===== src/rtl/butterfly_tw.sv =====
// Radix-2 butterfly with W8^k twiddle, 3-stage valid/ready pipeline.
// Define BUTTERFLY_SCALE_EN to halve the outputs (floor); default wraps to W bits.
`timescale 1ns/1ps
module butterfly_tw #(
  parameter  int N = 3,
  localparam int W = 2**N
) (
  input  logic         clk,
  input  logic         rst,
  input  logic [W-1:0] in_1_r,
  input  logic [W-1:0] in_1_i,
  input  logic [W-1:0] in_2_r,
  input  logic [W-1:0] in_2_i,
  input  logic [1:0]   tw_k,
  input  logic         in_valid,
  output logic         in_ready,
  output logic [W-1:0] out_1_r,
  output logic [W-1:0] out_1_i,
  output logic [W-1:0] out_2_r,
  output logic [W-1:0] out_2_i,
  output logic         out_valid,
  input  logic         out_ready
);

  localparam int PW = 2*W+2;
  localparam int C  = $rtoi((2.0 ** (W-1)) * 0.70710678 + 0.5);
  localparam logic [PW-1:0] CX = PW'(C);

  logic         v1_q, v2_q, v3_q;
  logic [W-1:0] a1_r_q, a1_i_q, b1_r_q, b1_i_q;
  logic [1:0]   k1_q;
  logic [W-1:0] a2_r_q, a2_i_q;
  logic [W:0]   t2_r_q, t2_i_q;
  logic [W-1:0] o1_r_q, o1_i_q, o2_r_q, o2_i_q;

  logic adv;
  assign adv      = !(v3_q && !out_ready);
  assign in_ready = adv;

  logic [W:0]    br_x, bi_x, sum_x, dif_x;
  logic [W:0]    msum, mdif, t_r_d, t_i_d;
  logic [PW-1:0] psum, pdif;

  assign br_x  = {b1_r_q[W-1], b1_r_q};
  assign bi_x  = {b1_i_q[W-1], b1_i_q};
  assign sum_x = br_x + bi_x;
  assign dif_x = bi_x - br_x;
  assign psum  = {{(W+1){sum_x[W]}}, sum_x} * CX;
  assign pdif  = {{(W+1){dif_x[W]}}, dif_x} * CX;
  // slice == arithmetic shift right by W-1, result always fits W+1 bits
  assign msum  = psum[2*W-1:W-1];
  assign mdif  = pdif[2*W-1:W-1];

  always_comb begin
    t_r_d = br_x;
    t_i_d = bi_x;
    unique case (k1_q)
      2'd0: begin
        t_r_d = br_x;
        t_i_d = bi_x;
      end
      2'd1: begin
        t_r_d = msum;
        t_i_d = mdif;
      end
      2'd2: begin
        t_r_d = bi_x;
        t_i_d = -br_x;
      end
      2'd3: begin
        t_r_d = mdif;
        t_i_d = -msum;
      end
    endcase
  end

  logic [W+1:0] ar_x, ai_x, tr_x, ti_x;
  logic [W+1:0] s1r, s1i, s2r, s2i;
  logic [W-1:0] o1_r_d, o1_i_d, o2_r_d, o2_i_d;

  assign ar_x = {{2{a2_r_q[W-1]}}, a2_r_q};
  assign ai_x = {{2{a2_i_q[W-1]}}, a2_i_q};
  assign tr_x = {t2_r_q[W], t2_r_q};
  assign ti_x = {t2_i_q[W], t2_i_q};
  assign s1r  = ar_x + tr_x;
  assign s1i  = ai_x + ti_x;
  assign s2r  = ar_x - tr_x;
  assign s2i  = ai_x - ti_x;

  logic unused_bits;
`ifdef BUTTERFLY_SCALE_EN
  assign o1_r_d = s1r[W:1];
  assign o1_i_d = s1i[W:1];
  assign o2_r_d = s2r[W:1];
  assign o2_i_d = s2i[W:1];
  assign unused_bits = ^{s1r[W+1], s1r[0], s1i[W+1], s1i[0],
                         s2r[W+1], s2r[0], s2i[W+1], s2i[0],
                         psum[PW-1:2*W], psum[W-2:0],
                         pdif[PW-1:2*W], pdif[W-2:0]};
`else
  assign o1_r_d = s1r[W-1:0];
  assign o1_i_d = s1i[W-1:0];
  assign o2_r_d = s2r[W-1:0];
  assign o2_i_d = s2i[W-1:0];
  assign unused_bits = ^{s1r[W+1:W], s1i[W+1:W],
                         s2r[W+1:W], s2i[W+1:W],
                         psum[PW-1:2*W], psum[W-2:0],
                         pdif[PW-1:2*W], pdif[W-2:0]};
`endif

  always_ff @(posedge clk or negedge rst) begin
    if (!rst) begin
      v1_q   <= 1'b0;
      v2_q   <= 1'b0;
      v3_q   <= 1'b0;
      a1_r_q <= '0;
      a1_i_q <= '0;
      b1_r_q <= '0;
      b1_i_q <= '0;
      k1_q   <= '0;
      a2_r_q <= '0;
      a2_i_q <= '0;
      t2_r_q <= '0;
      t2_i_q <= '0;
      o1_r_q <= '0;
      o1_i_q <= '0;
      o2_r_q <= '0;
      o2_i_q <= '0;
    end else if (adv) begin
      v1_q   <= in_valid;
      a1_r_q <= in_1_r;
      a1_i_q <= in_1_i;
      b1_r_q <= in_2_r;
      b1_i_q <= in_2_i;
      k1_q   <= tw_k;
      v2_q   <= v1_q;
      a2_r_q <= a1_r_q;
      a2_i_q <= a1_i_q;
      t2_r_q <= t_r_d;
      t2_i_q <= t_i_d;
      v3_q   <= v2_q;
      o1_r_q <= o1_r_d;
      o1_i_q <= o1_i_d;
      o2_r_q <= o2_r_d;
      o2_i_q <= o2_i_d;
    end
  end

  assign out_valid = v3_q;
  assign out_1_r   = o1_r_q;
  assign out_1_i   = o1_i_q;
  assign out_2_r   = o2_r_q;
  assign out_2_i   = o2_i_q;

endmodule


===== config.mk =====
export PLATFORM = sky130hd
export DESIGN_NAME = butterfly_tw
export DESIGN_NICKNAME = d
export VERILOG_FILES = /design/src/rtl/butterfly_tw.sv
export SDC_FILE = /design/constraint.sdc
export NUM_CORES = 1
export LEC_CHECK = 0
export CAP_MARGIN = 20
export CORE_ASPECT_RATIO = 0.75
export CORE_MARGIN = 2
export CORE_UTILIZATION = 24
export CTS_BUF_LIST = sky130_fd_sc_hd__clkbuf_4 sky130_fd_sc_hd__clkbuf_8 sky130_fd_sc_hd__clkbuf_16
export CTS_CLUSTER_SIZE = 16
export DETAILED_ROUTE_END_ITERATION = 7
export GPL_TIMING_DRIVEN = 1
export MAX_ROUTING_LAYER = met4
export SLEW_MARGIN = 10
export SYNTH_ARGS = -nofsm -noshare
export SYNTH_HDL_FRONTEND = slang
export SYNTH_SLANG_ARGS = --single-unit

===== constraint.sdc =====
create_clock -name clk -period 7 [get_ports clk]
set_clock_uncertainty 0.1 [all_clocks]
set_input_delay 1.4 -clock clk [delete_from_list [all_inputs] [get_ports clk]]
set_output_delay 1.4 -clock clk [all_outputs]
set_load 0.02 [all_outputs]

**After elaboration in Yosys (flattened, before gate mapping)**

Cells that the tools add are included.

- Bitwise operators: 0
- Magnitude comparators: 0
- Eq/ne operators: 3
- Shift operators: 0
- Multiply operators: 2
- Reductions and logical operators: 4
- $add $sub $neg: 8
- Muxes and demuxes: 2
- Div/mod/pow operators: 0

Operators by type and width:

| kind | number |
|---|---|
| one-hot mux 8 bit (4 select lines) | 2 |
| multiplier 9 x 8 -> 15 bit, second input constant | 2 |
| adder 8 bit | 2 |
| negator 8 bit | 2 |
| subtractor 8 bit | 2 |
| adder 8 x 8 -> 9 bit | 1 |
| subtractor 8 x 8 -> 9 bit | 1 |
| equality test 2 bit, second input constant | 2 |
| equality test 2 x 1 -> 1 bit, second input constant | 1 |
| logical NOT 1 bit | 2 |
| logical NOT 2 bit | 1 |
| logical AND 1 bit | 1 |

- Memories: 0
- Bits in read-only memories: 0
- Bits in latches: 0
- Word-level logic and storage cells: 35
- Input port bits: 38
- Memory bits (writable): 0
- Register bits after elaboration: 101
- Output and inout bits: 34

**Longest topological paths before layout**

Gate-level depths: netlist (run 1).

- Depth after elaboration: 4
- Gate-level depth with buffers: 27
- Gate-level depth less buffers: 27

**Worst setup path before layout (run 1)**

No wires, ideal clock.

- Path kind: reg-to-reg
- Start: register b1_r_q[3]
- End: register t2_i_q[5]
- Arrival time: 5933 ps
- Slack: 842 ps
- Setup time: 125 ps
- Stages on the path, launching flop included: 25
- Buffers on the path: 1
- Data required time: 6775 ps
- Clock period less this slack: 6158 ps
- Cells stage by stage: dfrtp_1 inv_1 ha_1 clkbuf_1 nor2b_1 a211o_1 a21o_1 nor2b_1 xnor2_2 inv_1 fa_1 inv_1 fa_1 fa_1 inv_1 ha_1 inv_1 a221o_2 o21ai_2 a21oi_1 xnor2_1 nor2_2 xnor2_1 mux4_2 mux2_4

- Cells in the longest elaborated chain, start to end: 4
- Elaborated cells between the ends (all ways): 7
- Those cells by class: 4 x add/sub; 2 x mul; 1 x mux

Ends and longest elaborated chain:

| what | line | text |
|---|---|---|
| start: declaration | 30 | `logic [W-1:0] a1_r_q, a1_i_q, b1_r_q, b1_i_q;` |
| start signal: assignment | 133 | `b1_r_q <= in_2_r;` |
| adder 8 x 8 -> 9 bit | 46 | `assign sum_x = br_x + bi_x;` |
| multiplier 9 x 8 -> 15 bit | 48 | `assign psum = {{(W+1){sum_x[W]}}, sum_x} * CX;` |
| negator 8 bit | 72 | `t_i_d = -msum;` |
| one-hot mux 8 bit (4 select lines) (*) | 57 | `unique case (k1_q)` |
| end signal: assignment | 140 | `t2_i_q <= t_i_d;` |
| end: declaration | 33 | `logic [W:0] t2_r_q, t2_i_q;` |

Every way passes the cells marked *; elsewhere a longest branch is shown, timed or not.
A chain may end at the register's enable or synchronous reset.

**Worst setup path after layout (run 1)**

- Start: register b1_r_q[2]
- End: register t2_i_q[5]

Same word-level chain as after synthesis.

==> flow_summary.yaml, run 1 <==
setup_path:
  crit_arrival_ns: 6.72
  critPathBufInv: 5
  path_delay_family: "adder cells"
  worst_path_max_delay_cell: "fa_1"
  startpoint_type: "flop"
  r2r-start: "b1_r_q[2]$_DFFE_PN0N_"
  critPathCaptureType: "flop"
  path_cells: "inv_1 > ha_1 > nand2b_1 > a211o_1 > a21o_1 > nor2b_1 > xnor2_2 > inv_1 > fa_1 > inv_1 > fa_1 > fa_1 > inv_1 > ha_1 > inv_1 > a221o_2 > o21ai_2 > a21oi_1 > xnor2_1 > nor2_2 > xnor2_1 > mux4_2 > mux2_4"
  r2r.worst_path.cells: 23
  cpMostUsedCell: "inv_1"
  slowest_delay_ns: 0.54
  reg2reg_slack_ns: 0.42
  crit_fanout: 6
  reg2reg_to: "t2_i_q[5]$_DFFE_PN0N_"
  path_class: "flop to flop"
  required_ns: 7.14
timing:
  final.period_utilization: 0.939
  worst_pin_slew_ns: 1.05
  fin_setup_tns_ns: 0
  finalHoldViolations: 0
  setup_viol: 0
  fmax_ghz: 0.152
  relSlewSlack: 0.298
  rsz0062_at_grt: "no"
  whs_ns: 0.367
  period_minus_slack_ns: 6.58
  slew_viol_final: 0
clocking:
  cts.sinks: 99
  clk_path_buf_depth: 2
  hold_buffers: 0
  path_clk_slew_ns: 0.08
  cts_tree: "built"
  cts_buffers: 9
  post-cts-setup-buffer-count: 0
  cts-root-buf: "clkbuf_16"
  clk_latency_ns: 0.36
  cts_resized: 0
  htreeDepth: 3
route:
  wl_per_cell_um: 14.2
  dr.pass1.iters: 5
  route.vias.total: 6534
  drt.antenna.violating_nets: 0
  drt_iter0_drc: 542
  route.detailed.drc: 0
  viasPerCell: 4.36
  routed_wl_um: 21200
finish:
  fin_cells: 1497
  drive_gt1_frac: 0.0529
  antenna_cells: 0
  area_growth_syn_to_layout_pct: 17.9
  nNetsFinal: 1216
  fin_util: 0.288
min_path:
  hold_path_depth: 2
  worstHoldEndpoint: "a1_i_q[7]$_DFFE_PN0N_"
  hold_path.class: "flop to flop"
  hold_start: "a1_i_q[7]$_DFFE_PN0N_"
logic_synthesis:
  synth_flop_cell: "dfrtp_1"
  synth_edf_count: 0
  netlist_instances: 982
  synthesis.nets: 1163
  async_flop_share: 1.00
  synth_cell_types: 66
  synth_seq_cells: 99
  syn_area_per_cell_um2: 8.65
  yosys_warnings: 0
  ys_seq_area_frac: 0.292
  synthesis.area_um2: 8500
global_routing:
  gr-usage-all-layers: 0.123
  overflow: 0
  grt_pass1_vias: 6733
  grt_pass1_wl_um: 35900
  antenna_found_initial: 0
  grt_max_degree: 81
die:
  die_w_um: 221
  rows: 59
  die_height_um: 167
  core_region_area_um2: 34800
  dieArea_um2: 36900
  initial_core_util: 0.244
  ios: 72
job:
  cap_viol_max_count: 0
place:
  gp_congestion: 0.895
  io_buffers: 71
  hpwl_um: 16700
  dp_cells: 1481
status:
  status: "finished clean"
-- cell type report --
type / count / area (µm²)
Fill cell: 3661 / 24800
Multi-Input combinational cell: 705 / 5350
Sequential cell: 99 / 2480
Timing Repair Buffer: 79 / 768
Tap cell: 457 / 572
Inverter: 141 / 531
Clock buffer: 10 / 239
Clock inverter: 6 / 81.3
-- cell families (layout without fill, tap and decap cells) --
logic type               count (synthesis)  count (layout)  share of synthesized area
AO/OA/AOI/OAI                          170             170                      0.126
buffers and inverters                  178             236                     0.0795
adder cells (fa/ha/maj)                143             143                      0.247
multiplexers                            15              15                     0.0264
AND/OR/NAND/NOR                        306             306                      0.155
flip-flops                              99              99                      0.292
XOR/XNOR                                71              71                     0.0750
-- flip-flops by register name, summed over array words and instances (netlist names) --
signal	flops
a1_i_q	8
a1_r_q	8
a2_i_q	8
a2_r_q	8
b1_i_q	8
b1_r_q	8
k1_q	2
out_1_i	8
out_1_r	8
out_2_i	7
out_2_r	7
out_valid	1
t2_i_q	8
t2_r_q	8
v1_q	1
v2_q	1
-- worst max-delay path by stage --
stage	startpoint	slack, ns	end	depth (start not counted)
floorplan	b1_r_q[3]$_DFFE_PN0N_	0.84	t2_i_q[5]$_DFFE_PN0N_	24
global placement	b1_r_q[2]$_DFFE_PN0N_	0.63	t2_i_q[5]$_DFFE_PN0N_	23
detailed placement	b1_r_q[2]$_DFFE_PN0N_	0.49	t2_i_q[5]$_DFFE_PN0N_	23
CTS	b1_r_q[2]$_DFFE_PN0N_	0.46	t2_i_q[5]$_DFFE_PN0N_	23
global route	b1_r_q[2]$_DFFE_PN0N_	0.1	t2_i_q[5]$_DFFE_PN0N_	23
finish	b1_r_q[2]$_DFFE_PN0N_	0.42	t2_i_q[5]$_DFFE_PN0N_	23
-- cell usage after synthesis (11+ instances only) --
cell | n | area share
nand2_1 | 169 | 0.075
inv_1 | 140 | 0.062
ha_1 | 102 | 0.15
dfrtp_1 | 99 | 0.29
nor2_1 | 60 | 0.027
o21ai_0 | 55 | 0.032
a21oi_1 | 52 | 0.031
xnor2_1 | 52 | 0.054
fa_1 | 41 | 0.097
clkbuf_1 | 28 | 0.012
xor2_1 | 17 | 0.018
nor3_1 | 16 | 0.0094
nand3_1 | 13 | 0.0077
a21o_1 | 12 | 0.011
nand2b_1 | 11 | 0.0081
nor2b_1 | 11 | 0.0081
-- placed cells by master (no fill, tap or decap), drive strengths merged, types with 2 or more instances in the layout --
cell / synthesis / layout
a2111oi: 3 / 3
a211oi: 2 / 2
a21o: 12 / 12
a21oi: 53 / 53
a221oi: 2 / 2
a22oi: 3 / 3
and2: 3 / 3
and3: 4 / 4
buf: 9 / 9
clkbuf: 28 / 10
clkdlybuf4s50: 0 / 70
clkinv: 0 / 3
dfrtp: 99 / 99
fa: 41 / 41
ha: 102 / 102
inv: 141 / 143
mux2: 6 / 6
mux2i: 4 / 4
mux4: 5 / 5
nand2: 169 / 169
nand2b: 11 / 11
nand3: 13 / 13
nand4: 5 / 5
nand4b: 2 / 2
nor2: 61 / 61
nor2b: 11 / 11
nor3: 16 / 16
nor4: 3 / 3
o2111ai: 2 / 2
o211ai: 6 / 6
o21a: 3 / 3
o21ai: 59 / 59
o21bai: 6 / 6
o31ai: 3 / 3
o41ai: 2 / 2
or2: 5 / 5
xnor2: 54 / 54
xor2: 17 / 17
-- worst register-to-register path: stages (launching register included) --
cell,delay (ns)
dfrtp_1,0.46
inv_1,0.12
ha_1,0.40
nand2b_1,0.22
a211o_1,0.31
a21o_1,0.21
nor2b_1,0.15
xnor2_2,0.20
inv_1,0.11
fa_1,0.53
inv_1,0.05
fa_1,0.47
fa_1,0.54
inv_1,0.04
ha_1,0.30
inv_1,0.10
a221o_2,0.37
o21ai_2,0.23
a21oi_1,0.12
xnor2_1,0.48
nor2_2,0.10
xnor2_1,0.14
mux4_2,0.46
mux2_4,0.27
-- routing by layer --
layer  track usage  share of wire
met1         0.182           0.54
met2         0.174           0.41
met3        0.0249          0.043
met4        0.0158         0.0057
met5             -              0
-- metrics by stage --
step | area [µm²] | setup slack, ns
floorplan | 8500 | 0.842
global placement | 9700 | 0.627
detailed placement | 9700 | 0.486
CTS | 10000 | 0.462
global route | 10000 | 0.0977
finish | 10000 | 0.424
Power of run 1 is not shown: default switching activity piles up to over one toggle a cycle in this logic, so the estimate is an artifact.
==> run 2: changes to the inputs <==
--- a/config.mk
+++ b/config.mk
@@ -5,7 +5,6 @@
 export SDC_FILE = /design/constraint.sdc
 export NUM_CORES = 1
 export LEC_CHECK = 0
-export CAP_MARGIN = 20
 export CORE_ASPECT_RATIO = 0.75
 export CORE_MARGIN = 2
 export CORE_UTILIZATION = 24
@@ -13,7 +12,6 @@
 export CTS_CLUSTER_SIZE = 16
 export DETAILED_ROUTE_END_ITERATION = 7
 export GPL_TIMING_DRIVEN = 1
-export MAX_ROUTING_LAYER = met4
 export SLEW_MARGIN = 10
 export SYNTH_ARGS = -nofsm -noshare
 export SYNTH_HDL_FRONTEND = slang
==> constraint.sdc (replaced) <==
create_clock -name clk -period 6.6 [get_ports clk]
set_clock_uncertainty 0.1 [all_clocks]
set_input_delay 1.32 -clock clk [delete_from_list [all_inputs] [get_ports clk]]
set_output_delay 1.32 -clock clk [all_outputs]
set_load 0.02 [all_outputs]
==> run 2 against run 1 <==
Compared with the run above:
- maximum frequency rose by 4.4%
- via count rose by 0.47%
- die area did not move
- design area rose by 0.61%
- sequential share of layout area fell by 0.15 points
- non-clock buffer count rose by 3
- core utilization rose by 0.18 points
==> flow_summary.yaml, run 2 (synthesis gave the netlist of run 1 again) <==
timing:
  slew_viol_final: 0
  fin_setup_tns_ns: 0
  finalHoldViolations: 0
  fmax_ghz: 0.159
  worst_pin_slew_ns: 0.983
  setup_viol: 0
  period_minus_slack_ns: 6.30
  final.period_utilization: 0.955
  relSlewSlack: 0.345
route:
  drt.antenna.violating_nets: 0
  wl_per_cell_um: 14.1
  drt_iter0_drc: 490
  viasPerCell: 4.38
  route.detailed.drc: 0
  routed_wl_um: 21200
  route.vias.total: 6565
  dr.pass1.iters: 5
finish:
  regArea_um2: 2480
  drive_gt1_frac: 0.0604
  antenna_cells: 0
  layout_common_cells: "nand2_1, inv_1, ha_1"
  area_growth_syn_to_layout_pct: 18.6
  fillerInstances: 3663
  final_common_cell: "nand2_1"
  multiInputGateArea_um2: 5380
  nNetsFinal: 1219
  fin_util: 0.290
die:
  die_w_um: 221
  die_height_um: 167
  initial_core_util: 0.244
  ios: 72
  core_region_area_um2: 34800
  dieArea_um2: 36900
  rows: 59
min_path:
  hold_path.class: "flop to flop"
global_routing:
  overflow: 0
  antenna_found_initial: 0
  grt_pass1_wl_um: 35700
  grt_max_degree: 81
  grt_pass1_vias: 6605
  gr-usage-all-layers: 0.119
clocking:
  cts_buffers: 9
  clk_path_buf_depth: 2
  cts.sinks: 99
  htreeDepth: 3
  cts-root-buf: "clkbuf_16"
  clk_latency_ns: 0.35
  cts_tree: "built"
  path_clk_slew_ns: 0.07
place:
  hpwl_um: 17100
  io_buffers: 71
  gp_congestion: 0.918
job:
  cap_viol_max_count: 0
setup_path:
  path_class: "flop to flop"
  required_ns: 6.73
  crit_arrival_ns: 6.43
  startpoint_type: "flop"
  crit_fanout: 7
  critPathCaptureType: "flop"
status:
  status: "finished clean"
run 2: cell count changes in the layout (fill, tap and decap cells not counted), sizes merged:
| cell | delta |
|---|---|
| buf | +3 |
| inv | -2 |
| bufinv | +1 |
| clkinv | +1 |
run 2: through the flow:
stage	setup WS, ns	std cells	area [µm²]	hold WS, ns
finish	0.300	1500	10100	0.370
global route	-0.0120	1500	10100	0.390
CTS	0.188	1498	10000	0.375
detailed placement	0.189	1482	9710	0.356
global placement	0.311	1482	9710	0.344
floorplan	0.442	982	8500	0.330
run 2: routing by layer:
layer  global-route usage  wire length, µm
met1                0.188            11600
met2                0.169             8450
met3               0.0235             1010
met4               0.0125              121
met5                    0                0
run 2: critical path, cell delays in order, from the launching register on:
cell      delay [ns]
dfrtp_1         0.46
inv_1           0.11
ha_1            0.39
nand2b_1        0.22
a211o_1         0.30
a21o_1          0.20
nor2b_1         0.16
xnor2_2         0.15
buf_4           0.17
xnor2_1         0.13
ha_1            0.31
fa_1            0.53
inv_1           0.05
fa_1            0.54
inv_1           0.05
ha_1            0.39
nand2_1         0.24
nor2_1          0.06
nor3_1          0.48
or2_4           0.25
nor2_2          0.04
xnor2_1         0.12
mux4_2          0.46
mux2_4          0.26
run 2: layout make-up:
class                   count  area share
multi-input cells         705       0.534
clock buffers              10      0.0237
inverters                 141      0.0526
flip-flops and latches     99       0.246
clock inverters             6     0.00869
well taps                 457      0.0567
repair buffers             82      0.0785
run 2: repair_timing:
item / CTS / global route
resized for setup: 0 / 5
hold buffers: 0 / 0
endpoints found under the setup margin: 0 / 5
buffers inserted: 0 / 2
endpoints found under the hold margin: 0 / 0
run 2: path summary, 6_finish.rpt:
kind / cells after the start / end / slack, ns / start
worst max-delay path: 23 / t2_i_q[5]$_DFFE_PN0N_ / 0.30 / b1_r_q[2]$_DFFE_PN0N_
worst min-delay path: 2 / a1_r_q[6]$_DFFE_PN0N_ / 0.37 / a1_r_q[6]$_DFFE_PN0N_
worst max register to register: 23 / t2_i_q[5]$_DFFE_PN0N_ / 0.30 / b1_r_q[2]$_DFFE_PN0N_
worst min register to register: 2 / a1_r_q[6]$_DFFE_PN0N_ / 0.37 / a1_r_q[6]$_DFFE_PN0N_
max in group asynchronous: 2 / out_2_i[7]$_DFFE_PN0N_ / 4.38 / rst
min in group asynchronous: 1 / out_2_r[1]$_DFFE_PN0N_ / 0.90 / rst
Power of run 2 is left out for the same reason.
==> run 3: changes to the inputs <==
==> constraint.sdc (replaced) <==
create_clock -name clk -period 5.67 [get_ports clk]
set_clock_uncertainty 0.1 [all_clocks]
set_input_delay 1.134 -clock clk [delete_from_list [all_inputs] [get_ports clk]]
set_output_delay 1.134 -clock clk [all_outputs]
set_load 0.02 [all_outputs]
==> run 3 against run 2 <==
Compared with the run above:
- the run now ends with negative setup slack left
- die area unchanged
- sequential cell count unchanged
- non-clock buffer count increased by 104
- hold slack got worse by 0.0046 ns
- first-iteration DRC count increased by 2.2%
- wire length increased by 10%
- critical path depth increased by 1
- core utilization increased by 3.5 points
- critical endpoint unchanged
- largest cell class unchanged
==> flow_summary.yaml, run 3 (synthesis gave the netlist of run 1 again) <==
timing:
  layout_setup_ws_ns: -0.111
  rsz0062_at_grt: "yes"
  setup_viol: 3
  final.period_utilization: 1.02
  period_minus_slack_ns: 5.78
  finalHoldViolations: 0
  slew_viol_final: 0
  relSlewSlack: 0.284
  fmax_ghz: 0.173
  fin_setup_tns_ns: -0.146
  worst_pin_slew_ns: 1.07
clocking:
  cts-root-buf: "clkbuf_16"
  cts.sinks: 99
  clk_latency_ns: 0.37
  path_clk_slew_ns: 0.09
  htreeDepth: 3
  cts_tree: "built"
  cts_buffers: 9
  clk_path_buf_depth: 2
finish:
  final_common_cell: "nand2_1"
  multiInputGateArea_um2: 5810
  antenna_cells: 0
  fin_cells: 1604
  area_growth_syn_to_layout_pct: 33.0
  drive_gt1_frac: 0.209
  fillerInstances: 3581
  regArea_um2: 2480
  fin_area_um2: 11300
  nNetsFinal: 1323
  layout_common_cells: "nand2_1, inv_1, buf_4"
die:
  ios: 72
  rows: 59
  dieArea_um2: 36900
  die_height_um: 167
  core_region_area_um2: 34800
  die_w_um: 221
  initial_core_util: 0.244
global_routing:
  gr-usage-all-layers: 0.129
  grt_pass1_vias: 7067
  grt_pass1_wl_um: 38100
  grt_max_degree: 81
  overflow: 0
  antenna_found_initial: 0
place:
  io_buffers: 71
  dp_cells: 1572
  gp_congestion: 0.877
  hpwl_um: 18000
  dpl_cell_area_um2: 10500
  preCtsSetupSlack_ns: -0.324
setup_path:
  required_ns: 5.83
  worst_path_max_delay_cell: "fa_1"
  critPathCaptureType: "flop"
  startpoint_type: "flop"
  slowest_delay_ns: 0.54
  path_cells: "buf_6 > ha_4 > fa_2 > nand2b_4 > a211o_1 > a21o_1 > nor2b_4 > xnor2_4 > inv_2 > fa_1 > inv_1 > fa_1 > fa_1 > inv_2 > ha_4 > inv_2 > a221o_2 > o21a_4 > xnor2_2 > or2_4 > nor2_2 > xnor2_1 > mux4_2 > mux2_4"
  path_class: "flop to flop"
  crit_arrival_ns: 5.94
  crit_fanout: 4
job:
  cap_viol_max_count: 0
status:
  failed_checks: "negative setup slack"
  status: "finished, violations left"
route:
  wl_per_cell_um: 14.6
  routed_wl_um: 23400
  dr.pass1.iters: 4
  drt.antenna.violating_nets: 0
  drt_iter0_drc: 501
  route.vias.total: 7090
  route.detailed.drc: 0
  viasPerCell: 4.42
min_path:
  hold_path.class: "flop to flop"
## run 3: cell count changes in the layout (fill, tap and decap cells not counted), moves of 5 or more
cell,change
buf_4,+100
ha_1,-16
ha_4,+13
inv_1,-12
inv_2,+11
o21ai_0,-9
a21oi_1,-6
a21oi_2,+5
o21ai_1,+5
xnor2_1,-5
## run 3: layer usage
layer / part of all wire / vias to the layer above / global-route usage
li1: - / 3513 / -
met4: 0.0047 / 0 / 0.0149
met2: 0.42 / 103 / 0.187
met3: 0.029 / 10 / 0.0238
met5: 0 / - / 0
met1: 0.55 / 3464 / 0.203
## run 3: final timing paths
check                                      startpoint                      to  slack [ns]  depth (start not counted)
worst max-delay path            b1_i_q[0]$_DFFE_PN0N_   t2_i_q[5]$_DFFE_PN0N_       -0.11                         24
worst min-delay path                 v2_q$_DFFE_PN0N_        v2_q$_DFFE_PN0N_        0.37                          2
worst max register to register  b1_i_q[0]$_DFFE_PN0N_   t2_i_q[5]$_DFFE_PN0N_       -0.11                         24
worst min register to register       v2_q$_DFFE_PN0N_        v2_q$_DFFE_PN0N_        0.37                          2
max in group asynchronous                         rst   t2_r_q[5]$_DFFE_PN0N_        3.63                          2
min in group asynchronous                         rst  out_1_r[2]$_DFFE_PN0N_        0.80                          1
## run 3: cell type report
type                       instances  area share
multi-input combinational        705       0.514
sequential                        99       0.220
timing repair buffer             186       0.140
tap                              457      0.0506
inverter                         141      0.0473
clock buffer                       9      0.0199
clock inverter                     7     0.00808
## run 3: worst max-delay path, delay by kind of cell, from the launching register on
family / cells / cell delay, ns
flops: 1 / 0.40
simple gates: 4 / 0.64
mux: 2 / 0.72
fa+ha+maj: 6 / 2.24
xor+xnor: 3 / 0.35
buf+inv: 5 / 0.32
compound gates: 4 / 0.88
## run 3: per-stage QoR
stage / hold WS [ns] / util
2_1_floorplan: 0.330 / -
3_3_place_gp: 0.343 / 0.301
3_5_place_dp: 0.347 / 0.301
4_1_cts: 0.368 / 0.314
5_1_grt: 0.392 / 0.325
6_report: 0.365 / 0.325
## run 3: what timing repair did
action,in CTS,in global routing
hold buffers,0,0
gates resized for setup,26,66
pin swaps,26,38
setup buffers,4,12
setup endpoints to repair,10,15
endpoints found under the hold margin,0,0
Power of run 3 is left out for the same reason.
